## config.mk

```make
export PLATFORM = sky130hd
export DESIGN_NAME = imem_boot_loader
export DESIGN_NICKNAME = d
export VERILOG_FILES = /design/src/rtl/imem_boot_loader.sv
export SDC_FILE = /design/constraint.sdc
export NUM_CORES = 1
export LEC_CHECK = 0
export ABC_AREA = 0
export ABC_CLOCK_PERIOD_IN_PS = 2200
export CELL_PAD_IN_SITES_DETAIL_PLACEMENT = 0
export CELL_PAD_IN_SITES_GLOBAL_PLACEMENT = 1
export CORE_ASPECT_RATIO = 0.7
export CORE_MARGIN = 2
export CORE_UTILIZATION = 30
export DETAILED_ROUTE_END_ITERATION = 6
export PLACE_DENSITY = 0.87
export SLEW_MARGIN = 10
export SYNTH_ARGS = -nofsm -noshare
export SYNTH_HDL_FRONTEND = slang
export SYNTH_SLANG_ARGS = --single-unit
```

## constraint.sdc

```tcl
create_clock -name clk -period 2.2 [get_ports clk]
set_clock_uncertainty 0.05 [all_clocks]
set_input_delay 0.44 -clock clk [delete_from_list [all_inputs] [get_ports clk]]
set_output_delay 0.44 -clock clk [all_outputs]
set_load 0.01 [all_outputs]
```

## src/rtl/imem_boot_loader.sv

```systemverilog
// imem_boot_loader: streams instruction words into CPU imem, holding the CPU in reset until loaded.
// Define PAD_HALT_EN to fill unused words up to DEPTH with HALT_WORD before release.
module imem_boot_loader #(
  parameter int DATA_W = 32,
  parameter int ADDR_W = 32,
  parameter int DEPTH = 64,
  parameter logic [ADDR_W-1:0] BASE_ADDR = '0,
  parameter int ADDR_STRIDE = 4,
  parameter int HOLD_CYCLES = 2,
  parameter logic [DATA_W-1:0] HALT_WORD = 32'h1000FFFF,
  localparam int CW = $clog2(DEPTH + 1)
) (
  input  logic              clk,
  input  logic              rst,
  input  logic              start,
  input  logic              s_valid,
  output logic              s_ready,
  input  logic [DATA_W-1:0] s_data,
  input  logic              s_last,
  output logic              initialize,
  output logic [ADDR_W-1:0] instruction_initialize_address,
  output logic [DATA_W-1:0] instruction_initialize_data,
  output logic              cpu_rst,
  output logic              done,
  output logic              error,
  output logic [CW-1:0]     word_count
);
  localparam int HW = $clog2(HOLD_CYCLES + 1);
`ifdef PAD_HALT_EN
  localparam bit PAD_EN = 1'b1;
`else
  localparam bit PAD_EN = 1'b0;
`endif
  typedef enum logic [2:0] {IDLE, LOAD, PAD, RELEASE, RUN, ERR} state_t;
  state_t state, nxt_state;
  logic [HW-1:0] hold, nxt_hold;
  logic last_seen, nxt_last, nxt_init, nxt_cpu_rst, nxt_done, nxt_err, wr;
  logic [ADDR_W-1:0] nxt_addr, word_addr;
  logic [DATA_W-1:0] nxt_data, wr_data;
  logic [CW-1:0] nxt_cnt;
  // word_count doubles as the index of the next word to write
  assign word_addr = BASE_ADDR + ADDR_W'(word_count) * ADDR_W'(ADDR_STRIDE);
  assign s_ready = state == LOAD && hold == '0 && !last_seen;
  always_comb begin
    nxt_state = state;
    nxt_hold = hold == '0 ? hold : hold - 1'b1;
    nxt_last = last_seen;
    nxt_init = initialize;
    nxt_cpu_rst = cpu_rst;
    nxt_done = done;
    nxt_err = error;
    nxt_addr = instruction_initialize_address;
    nxt_data = instruction_initialize_data;
    nxt_cnt = word_count;
    wr = 1'b0;
    wr_data = s_data;
    case (state)
      IDLE, RUN, ERR: if (start) begin
        nxt_state = LOAD;
        nxt_hold = '0;
        nxt_last = 1'b0;
        nxt_init = 1'b1;
        nxt_cpu_rst = 1'b1;
        nxt_done = 1'b0;
        nxt_err = 1'b0;
        nxt_addr = BASE_ADDR;
        nxt_cnt = '0;
      end
      LOAD: if (s_valid && s_ready) begin
        wr = 1'b1;
        nxt_last = s_last;
        if (!s_last && word_count == CW'(DEPTH - 1)) begin
          nxt_state = ERR;
          nxt_err = 1'b1;
        end
      end else if (last_seen && hold == '0) nxt_state = PAD_EN ? PAD : RELEASE;
      PAD: if (hold == '0) begin
        if (word_count == CW'(DEPTH)) nxt_state = RELEASE;
        else begin
          wr = 1'b1;
          wr_data = HALT_WORD;
        end
      end
      RELEASE: begin
        nxt_state = RUN;
        nxt_init = 1'b0;
        nxt_cpu_rst = 1'b0;
        nxt_done = 1'b1;
      end
      default: ;
    endcase
    if (wr) begin
      nxt_addr = word_addr;
      nxt_data = wr_data;
      nxt_cnt = word_count + 1'b1;
      nxt_hold = HW'(HOLD_CYCLES);
    end
  end
  always_ff @(posedge clk or negedge rst)
    if (!rst) begin
      state <= IDLE;
      hold <= '0;
      last_seen <= 1'b0;
      initialize <= 1'b1;
      cpu_rst <= 1'b1;
      done <= 1'b0;
      error <= 1'b0;
      instruction_initialize_address <= BASE_ADDR;
      instruction_initialize_data <= '0;
      word_count <= '0;
    end else begin
      state <= nxt_state;
      hold <= nxt_hold;
      last_seen <= nxt_last;
      initialize <= nxt_init;
      cpu_rst <= nxt_cpu_rst;
      done <= nxt_done;
      error <= nxt_err;
      instruction_initialize_address <= nxt_addr;
      instruction_initialize_data <= nxt_data;
      word_count <= nxt_cnt;
    end
endmodule

```

==> results of run 1 <==
==> layer usage <==
metal	track usage	wire, um	vias up
met5	0	0	-
met4	0.0372	44	0
met3	0.0369	393	5
met2	0.219	3050	74
met1	0.184	3060	1110
li1	-	-	1106
==> worst reg2reg max path: stages, from the launching register on <==
cell	delay, ns
dfrtp_1	0.42
inv_1	0.08
ha_1	0.17
and4bb_2	0.25
a21o_1	0.18
a31oi_1	0.43
o221ai_1	0.19
==> state kept, by name, indices dropped and copies added, names as in the netlist <==
signal	cells
word_count	7
instruction_initialize_data	32
last_seen	1
hold	2
state	3
done	1
error	1
instruction_initialize_address	7
cpu_rst	1
==> layout make-up <==
cell class | instances | area (um^2)
fill | 868 | 5060
multi-input combinational | 211 | 1130
sequential | 55 | 1380
clock buffer | 5 | 125
clock inverter | 3 | 67.6
timing repair buffer | 103 | 1010
inverter | 10 | 37.5
tap | 124 | 155
==> cells by family (layout without fill, tap and decap cells) <==
family,count (synthesis),count (layout)
multiplexers,10,10
AO/OA/AOI/OAI,43,43
adder cells (fa/ha/maj),2,2
flip-flops,55,55
other,1,25
buffers and inverters,49,121
XOR/XNOR,1,1
AND/OR/NAND/NOR,130,130
==> through the flow <==
step / setup WS, ns / hold slack [ns]
finish: 0.0831 / 0.0721
global route: -0.0177 / 0.119
CTS: 0.0784 / 0.0788
detailed placement: -0.0348 / 0.396
global placement: 0.0664 / 0.388
floorplan: 0.342 / 0.0944
==> cell usage in the layout (no fill, tap or decap), drive strengths merged, types with 2 or more instances in the layout <==
cell type / instances
clkdlybuf4s50: 85
nand2: 81
dfrtp: 54
conb: 25
a21oi: 20
nand3: 20
buf: 17
nor2: 11
o21ai: 11
inv: 10
mux2i: 10
clkbuf: 5
nor3: 5
o221ai: 4
nand2b: 3
a31oi: 3
or3: 3
o31a: 2
o2111ai: 2
ha: 2
bufinv: 2
and4bb: 2
nor4b: 2
==> final timing paths <==
path                                                start                         endpoint  slack (ns)  depth (start not counted)
max                                               hold[1]                          s_ready        0.08                          3
min                                                   rst  instruction_initialize_data[15]        0.07                          1
max reg2reg                                 word_count[1]                    word_count[2]        0.28                          6
min reg2reg                instruction_initialize_data[7]   instruction_initialize_data[7]        0.44                          2
max in group asynchronous                             rst  instruction_initialize_data[23]        1.33                          2
min in group clk           instruction_initialize_data[7]   instruction_initialize_data[7]        0.44                          2
==> timing repair <==
action	4_1_cts	5_1_grt
gates resized for setup	1	1
endpoints found under the hold margin	0	0
endpoints found under the setup margin	1	1
==> power by group <==
group	switching [W]	internal (W)
logic	0.00110	0.00120
clock network	0.000360	0.000652
registers	0.000221	0.00139
==> impl_metrics.csv, run 1 <==
group,metric,value,unit
logic_synthesis,yosys_warnings,0,
logic_synthesis,synth.most_common_cell,"nand2_1",
clock_network,post_cts.repair.setup_buffers,0,
logic_synthesis,synthTopCellsByCount,"81 x nand2_1, 54 x dfrtp_1, 27 x buf_4, 19 x a21oi_1",
floorplan,core,8960,um^2
cells_and_area,fin_area,3900,um^2
logic_synthesis,synth_top_family_by_area,"simple AND/OR/NAND/NOR gates",
run_status,outcome,"completed",
pwr,ir_drop,0.628,mV
critical_path,critPathMaxFanout,2,
cells_and_area,syn2layout_area_growth,42.9,%
timing,period_share,0.962,
critical_path,cp.required,1.71,ns
floorplan,rows,29,
grt,grt_max_degree,35,
logic_synthesis,yosys.area.top_type,"dfrtp_1",
grt,grt_pass1_wl,11.0,mm
floorplan,initial_core_util,0.305,
logic_synthesis,ys_seq_area_frac,0.504,
clock_network,clk_latency,0.29,ns
floorplan,die_w,118,um
route,num_vias,2295,
grt,grt_remaining_overflow,0,
logic_synthesis,synth-simple-area-share,0.233,
grt,grt_pass1_vias,2241,
timing,timing.slew.headroom,0.647,
placement,place_area,3700,um^2
logic_synthesis,synthAdderAreaFrac,0.00916,
timing,period_needed,2.12,ns
critical_path,slowest_stage,"or3_1",
clock_network,htreeDepth,2,
critical_path,critPathKind,"reg2out",
timing,drv_slew,0,
timing,fmax,472,MHz
route,route.detailed.drc,0,
cells_and_area,drive_above_1_share,0.111,
grt,antenna_found_initial,0,
timing,max_slew.worst_pin.slew,0.530,ns
critical_path,worstPathCellList,"or3_1, nor4b_2, dlygate4sd2_1",
flow_run,max_cap_violations,0,
clock_network,root_buffer,"clkbuf_16",
logic_synthesis,synthDistinctLibCells,37,
logic_synthesis,syn_area,2730,um^2
pwr,power_per_cell_area,1260,nW/um^2
logic_synthesis,ys_seq_elements,55,
logic_synthesis,synth_top_area_frac,0.495,
placement,io_buffers,87,
route,vias_per_cell,4.49,
pwr,p_total,0.00493,W
placement,place_hpwl,4.90,mm
logic_synthesis,syn_area_per_cell,9.39,um^2
logic_synthesis,synth-async-reset-ratio,1.00,
cells_and_area,fin_cells,511,
logic_synthesis,synth_ff_type,"dfrtp_1",
route,drt_iter0_drc,81,
logic_synthesis,synthMuxAreaShare,0.0366,
clock_network,cts_sinks,55,
floorplan,io_pins,113,
logic_synthesis,synth_xor_xnor_area_share,0.00321,
clock_network,cts_tree,"done",
route,dr.pass1.iters,5,
critical_path,endpoint_kind,"output pin",
clock_network,cts_made_buffers,5,
floorplan,die_height,83.8,um
cells_and_area,nets,425,
logic_synthesis,synth_compound_area_frac,0.0948,
critical_path,cp.arrival,1.63,ns
timing,hold_viol,0,
grt,grt_usage,0.137,
route,routed_wl,6.55,mm
clock_network,hold_buffers,0,
cells_and_area,final_util,0.435,
timing,finalSetupViolations,0,
logic_synthesis,synth_edf_count,0,
critical_path,cp.buffers_inverters,1,
critical_path,start_kind,"flip-flop",
placement,placed_cells,503,
route,final_antenna_net_count,0,
logic_synthesis,synthTopCellsByArea,"dfrtp_1 49%, nand2_1 11%, buf_4 7.4%",
clock_network,clock_path_buffers,2,
timing,setup-tns-final,0,ns
logic_synthesis,syn-instance-count,291,
pwr,power_leakage,1.79,nW
route,wl_per_cell,12.8,um
clock_network,cts.clk_slew.worst_paths,0.07,ns
min_path,worstHoldPathType,"in2async",
critical_path,crit_path_max_incr_delay,0.41,ns
placement,place_congestion,0.814,
floorplan,die-area,9900,um^2
critical_path,critical_path.top_delay_family,"simple AND/OR/NAND/NOR gates",
cells_and_area,n_antenna_cell,0,
(Power assumes the default switching activity.)
==> run 2: changes to the inputs <==
Settings changed: CORE_ASPECT_RATIO 0.7 to 1.1, HOLD_SLACK_MARGIN set to 0.15, PLACE_DENSITY 0.87 to 0.86.
==> run 2 against run 1 <==
Compared with the run above:
- global-route usage fell by 0.72 points
- final cell count is 2.3% lower
- sequential power about the same
- maximum frequency up 0.50%
==> impl_metrics.csv, run 2 (synthesis results as in run 1) <==
group,metric,value,unit
critical_path,cp.required,1.71,ns
critical_path,critPathKind,"reg2out",
min_path,worstHoldPathType,"reg2reg",
route,drt_iter0_drc,67,
cells_and_area,drive_above_1_share,0.104,
clock_network,htreeDepth,2,
critical_path,endpoint_kind,"output pin",
clock_network,cts_tree,"done",
floorplan,io_pins,113,
clock_network,clk_latency,0.30,ns
critical_path,crit_path_max_incr_delay,0.42,ns
route,wl_met3,363,um
clock_network,cts_sinks,55,
route,routed_wl,6.37,mm
critical_path,critical_path.top_delay_family,"simple AND/OR/NAND/NOR gates",
critical_path,r2r_setup_slack,0.32,ns
cells_and_area,seq_area,1380,um^2
cells_and_area,fillers,868,
timing,period_share,0.957,
cells_and_area,multiInputGateArea,1130,um^2
critical_path,rr_endpoint,"instruction_initialize_data[5]",
critical_path,cp_num_cells,3,
pwr,power_per_cell_area,1200,nW/um^2
cells_and_area,n_antenna_cell,0,
floorplan,die_w,95.0,um
cells_and_area,final_common_cell,"clkdlybuf4s50_1",
route,wl_per_cell,12.8,um
critical_path,r2r_cells,6,
critical_path,start_kind,"flip-flop",
cells_and_area,final_cell_mix,"85 x clkdlybuf4s50_1, 81 x nand2_1, 54 x dfrtp_1",
grt,grt_max_degree,35,
clock_network,clock_path_buffers,2,
critical_path,critPathMaxFanout,2,
pwr,ir_drop,0.501,mV
cells_and_area,regMostFlops,"instruction_initialize_data",
cells_and_area,top_regs,"instruction_initialize_data: 32 flops, instruction_initialize_address: 7 flops, word_count: 7 flops",
clock_network,cts_made_buffers,5,
floorplan,core,8870,um^2
min_path,worstHoldEndpoint,"instruction_initialize_data[14]",
route,wl_met2,3.04,mm
pwr,power_leakage,1.76,nW
timing,drv_slew,0,
placement,io_buffers,87,
critical_path,cp.arrival,1.62,ns
route,num_vias,2230,
clock_network,cts.clk_slew.worst_paths,0.10,ns
grt,grt_usage,0.130,
clock_network,root_buffer,"clkbuf_8",
cells_and_area,largest_reg_flops,32,
cells_and_area,syn2layout_area_growth,39.7,%
floorplan,die-area,9880,um^2
clock_network,post_cts.repair.setup_buffers,0,
flow_run,max_cap_violations,0,
floorplan,initial_core_util,0.308,
route,final_antenna_net_count,0,
route,wl_met1,2.91,mm
grt,antenna_found_initial,0,
min_path,hp-start,"instruction_initialize_data[14]",
timing,hold_viol,0,
grt,grt_pass1_wl,10.4,mm
timing,setup-tns-final,0,ns
floorplan,die_height,104,um
critical_path,r2r_start,"word_count[0]",
timing,period_needed,2.11,ns
timing,fmax,475,MHz
cells_and_area,fin_cells,499,
placement,place_congestion,0.812,
placement,place_hpwl,4.64,mm
cells_and_area,fin_area,3820,um^2
grt,grt_pass1_vias,2171,
route,vias_per_cell,4.47,
min_path,whs_path_depth,2,
placement,place_area,3680,um^2
placement,placed_cells,490,
critical_path,worstPathCellList,"or3_1, nor4b_2, clkdlybuf4s15_1",
grt,grt_remaining_overflow,0,
critical_path,cp.buffers_inverters,1,
timing,holdWs,0.450,ns
route,route.detailed.drc,0,
run_status,outcome,"completed",
cells_and_area,nets,423,
timing,finalSetupViolations,0,
route,highest_layer,"met4",
floorplan,rows,36,
timing,rsz0062_at_grt,"false",
critical_path,slowest_stage,"or3_1",
route,dr.pass1.iters,4,
==> run 2: worst min-delay path: cells and delay by family, from the launching register on <==
family           cells  cell delay, ns
DFF                  1            0.35
and+or+nand+nor      2            0.12
==> run 2: layout make-up <==
class | instances | area share
clock inverters | 2 | 0.00918
flip-flops and latches | 55 | 0.361
multi-input cells | 211 | 0.296
repair buffers | 101 | 0.265
clock buffers | 6 | 0.0216
inverters | 10 | 0.00984
well taps | 114 | 0.0374
==> run 2: worst max path at each step <==
| stage | start | endpoint | slack (ns) |
|---|---|---|---|
| finish | hold[1] | s_ready | 0.09 |
| global route | hold[1] | s_ready | 0.008 |
| global placement | hold[1] | s_ready | 0.1 |
| detailed placement | hold[1] | s_ready | 0.08 |
| floorplan | word_count[0] | instruction_initialize_data[10] | 0.34 |
| CTS | hold[1] | s_ready | 0.01 |
==> run 2: where the power goes <==
| group | leakage [nW] | switching, W | internal, W |
|---|---|---|---|
| clock network | 0.0612 | 0.000315 | 0.000369 |
| logic | 0.996 | 0.00107 | 0.00119 |
| registers | 0.700 | 0.000236 | 0.00139 |
==> run 2: timing repair <==
item,in CTS,in global routing
setup endpoints to repair,1,1
hold buffers,1,0
endpoints found under the hold margin,13,0
gates resized for setup,1,2
==> run 2: metal layers <==
| metal | global-route usage | vias to the layer above |
|---|---|---|
| li1 | - | 1103 |
| met1 | 0.171 | 1053 |
| met2 | 0.213 | 70 |
| met3 | 0.0290 | 4 |
| met4 | 0.0373 | 0 |
| met5 | 0 | - |
==> run 2: metrics by stage <==
| step | worst slack, ns | utilization | power (W) |
|---|---|---|---|
| 2_1_floorplan | 0.342 | - | 0.00283 |
| 3_3_place_gp | 0.0963 | 0.415 | 0.00388 |
| 3_5_place_dp | 0.0764 | 0.415 | 0.00394 |
| 4_1_cts | 0.0136 | 0.429 | 0.00463 |
| 5_1_grt | 0.00849 | 0.430 | 0.00494 |
| 6_report | 0.0935 | 0.430 | 0.00457 |
==> run 3: changes to the inputs <==
Settings changed: ABC_CLOCK_PERIOD_IN_PS 2200 to not set, CORE_MARGIN 2 to not set, CTS_CLUSTER_DIAMETER set to 150.
==> run 3 against run 2 <==
Compared with the run above:
- combinational power barely moved
- routed wire length is 1.6% lower
- sequential share of layout area increased by 0.52 points
- maximum frequency up 1.6%
- setup slack improved by 0.033 ns
- non-clock buffer count unchanged
- final cell count fell by 0.40%
- first-iteration DRC count decreased by 1.5%
- clock power fell by 25%
- total power down 4.1%
- highest routed layer unchanged
==> impl_metrics.csv, run 3 (synthesis results as in run 1) <==
group,metric,value,unit
floorplan,die_height,102,um
clock_network,htreeDepth,2,
timing,drv_slew,0,
floorplan,die-area,9490,um^2
grt,grt_usage,0.135,
route,drt_iter0_drc,66,
grt,grt_remaining_overflow,0,
route,routed_wl,6.27,mm
timing,postLayoutSetupSlackWorst,0.127,ns
flow_run,max_cap_violations,0,
cells_and_area,final_common_cell,"clkdlybuf4s50_1",
min_path,worstHoldPathType,"reg2reg",
floorplan,core,8830,um^2
critical_path,cp.required,1.71,ns
timing,timing.slew.headroom,0.559,
cells_and_area,top_regs,"instruction_initialize_data: 32 flops, instruction_initialize_address: 7 flops, word_count: 7 flops",
critical_path,start_kind,"flip-flop",
run_status,outcome,"completed",
timing,rsz0062_at_grt,"false",
cells_and_area,regMostFlops,"instruction_initialize_data",
route,dr.pass1.iters,4,
critical_path,critPathMaxFanout,2,
cells_and_area,n_antenna_cell,0,
clock_network,cts_made_buffers,5,
cells_and_area,syn2layout_area_growth,37.7,%
grt,grt_pass1_wl,10.3,mm
clock_network,cts_sinks,55,
timing,period_share,0.942,
timing,period_needed,2.07,ns
route,route.detailed.drc,0,
pwr,ir_drop,0.569,mV
timing,setup-tns-final,0,ns
placement,post-place-ws,0.133,ns
critical_path,critPathKind,"reg2out",
clock_network,root_buffer,"clkbuf_8",
timing,hold_viol,0,
floorplan,die_w,93.0,um
grt,grt_pass1_vias,2219,
pwr,power_per_cell_area,1160,nW/um^2
timing,finalSetupViolations,0,
floorplan,rows,36,
timing,max_slew.worst_pin.slew,0.662,ns
clock_network,clk_latency,0.30,ns
clock_network,cts.clk_slew.worst_paths,0.10,ns
floorplan,initial_core_util,0.309,
grt,antenna_found_initial,0,
route,final_antenna_net_count,0,
cells_and_area,drive_above_1_share,0.0992,
clock_network,cts_tree,"done",
placement,place_hpwl,4.51,mm
grt,grt_max_degree,35,
timing,fmax,482,MHz
floorplan,io_pins,113,
cells_and_area,largest_reg_flops,32,
cells_and_area,nets,423,
placement,place_congestion,0.786,
critical_path,endpoint_kind,"output pin",
pwr,power_leakage,1.73,nW
cells_and_area,final_cell_mix,"85 x clkdlybuf4s50_1, 81 x nand2_1, 54 x dfrtp_1",
route,wl_per_cell,12.6,um
clock_network,clock_path_buffers,2,
critical_path,cp.arrival,1.58,ns
route,num_vias,2255,
route,vias_per_cell,4.54,
placement,io_buffers,87,
-- run 3: cell count changes in the layout (fill, tap and decap cells not counted) --
cell        previous run  this run
buf_12                 3         2
buf_4                 10        11
bufinv_16              1         0
clkbuf_8               6         5
clkinv_2               1         0
clkinvlp_4             0         1
-- run 3: layer usage --
layer	share of wire	global-route usage	routed length, um
met5	0	0	0
met4	0.0057	0.0284	36
met3	0.064	0.0290	399
met1	0.45	0.166	2850
met2	0.48	0.243	2980
-- run 3: final cells by class --
| cell class | count | area, um^2 |
|---|---|---|
| Clock buffer | 5 | 68.8 |
| Clock inverter | 1 | 7.51 |
| Fill cell | 902 | 5070 |
| Inverter | 10 | 37.5 |
| Multi-Input combinational cell | 211 | 1130 |
| Sequential cell | 55 | 1380 |
| Tap cell | 114 | 143 |
| Timing Repair Buffer | 101 | 998 |
-- run 3: per-stage QoR --
stage / util / total power (W) / hold slack, ns / instance area, um^2 / instances
detailed placement: 0.416 / 0.00391 / 0.432 / 3670 / 490
global placement: 0.416 / 0.00386 / 0.425 / 3670 / 490
finish: 0.426 / 0.00438 / 0.452 / 3760 / 497
CTS: 0.425 / 0.00445 / 0.455 / 3750 / 497
floorplan: - / 0.00283 / 0.0944 / 2820 / 315
global route: 0.426 / 0.00475 / 0.490 / 3760 / 497
-- run 3: repair_timing --
action                                 in CTS  in global routing
setup endpoints to repair                   1                  1
gates resized for setup                     1                  2
endpoints found under the hold margin      27                  0
hold buffers                                1                  0
cloned                                      0                  0
setup buffers                               0                  0
-- run 3: path summary, 6_finish.rpt --
kind,startpoint,to,slack (ns),cells after the start
min reg2reg,instruction_initialize_data[1],instruction_initialize_data[1],0.45,2
min in group asynchronous,rst,instruction_initialize_data[6],0.66,2
max in group asynchronous,rst,cpu_rst,0.78,3
min,instruction_initialize_data[1],instruction_initialize_data[1],0.45,2
max reg2reg,word_count[0],instruction_initialize_data[2],0.31,6
max,hold[1],s_ready,0.13,3
-- run 3: power breakdown --
group,internal [W],switching (W)
Combinational,0.00118,0.00107
Sequential,0.00139,0.000229
Clock,0.000212,0.000302
Total,0.00278,0.00160
-- run 3: worst max-delay path, cell delays in order (launching register included) --
cell             delay, ns
dfrtp_1               0.39
or3_1                 0.41
nor4b_2               0.22
clkdlybuf4s15_1       0.27
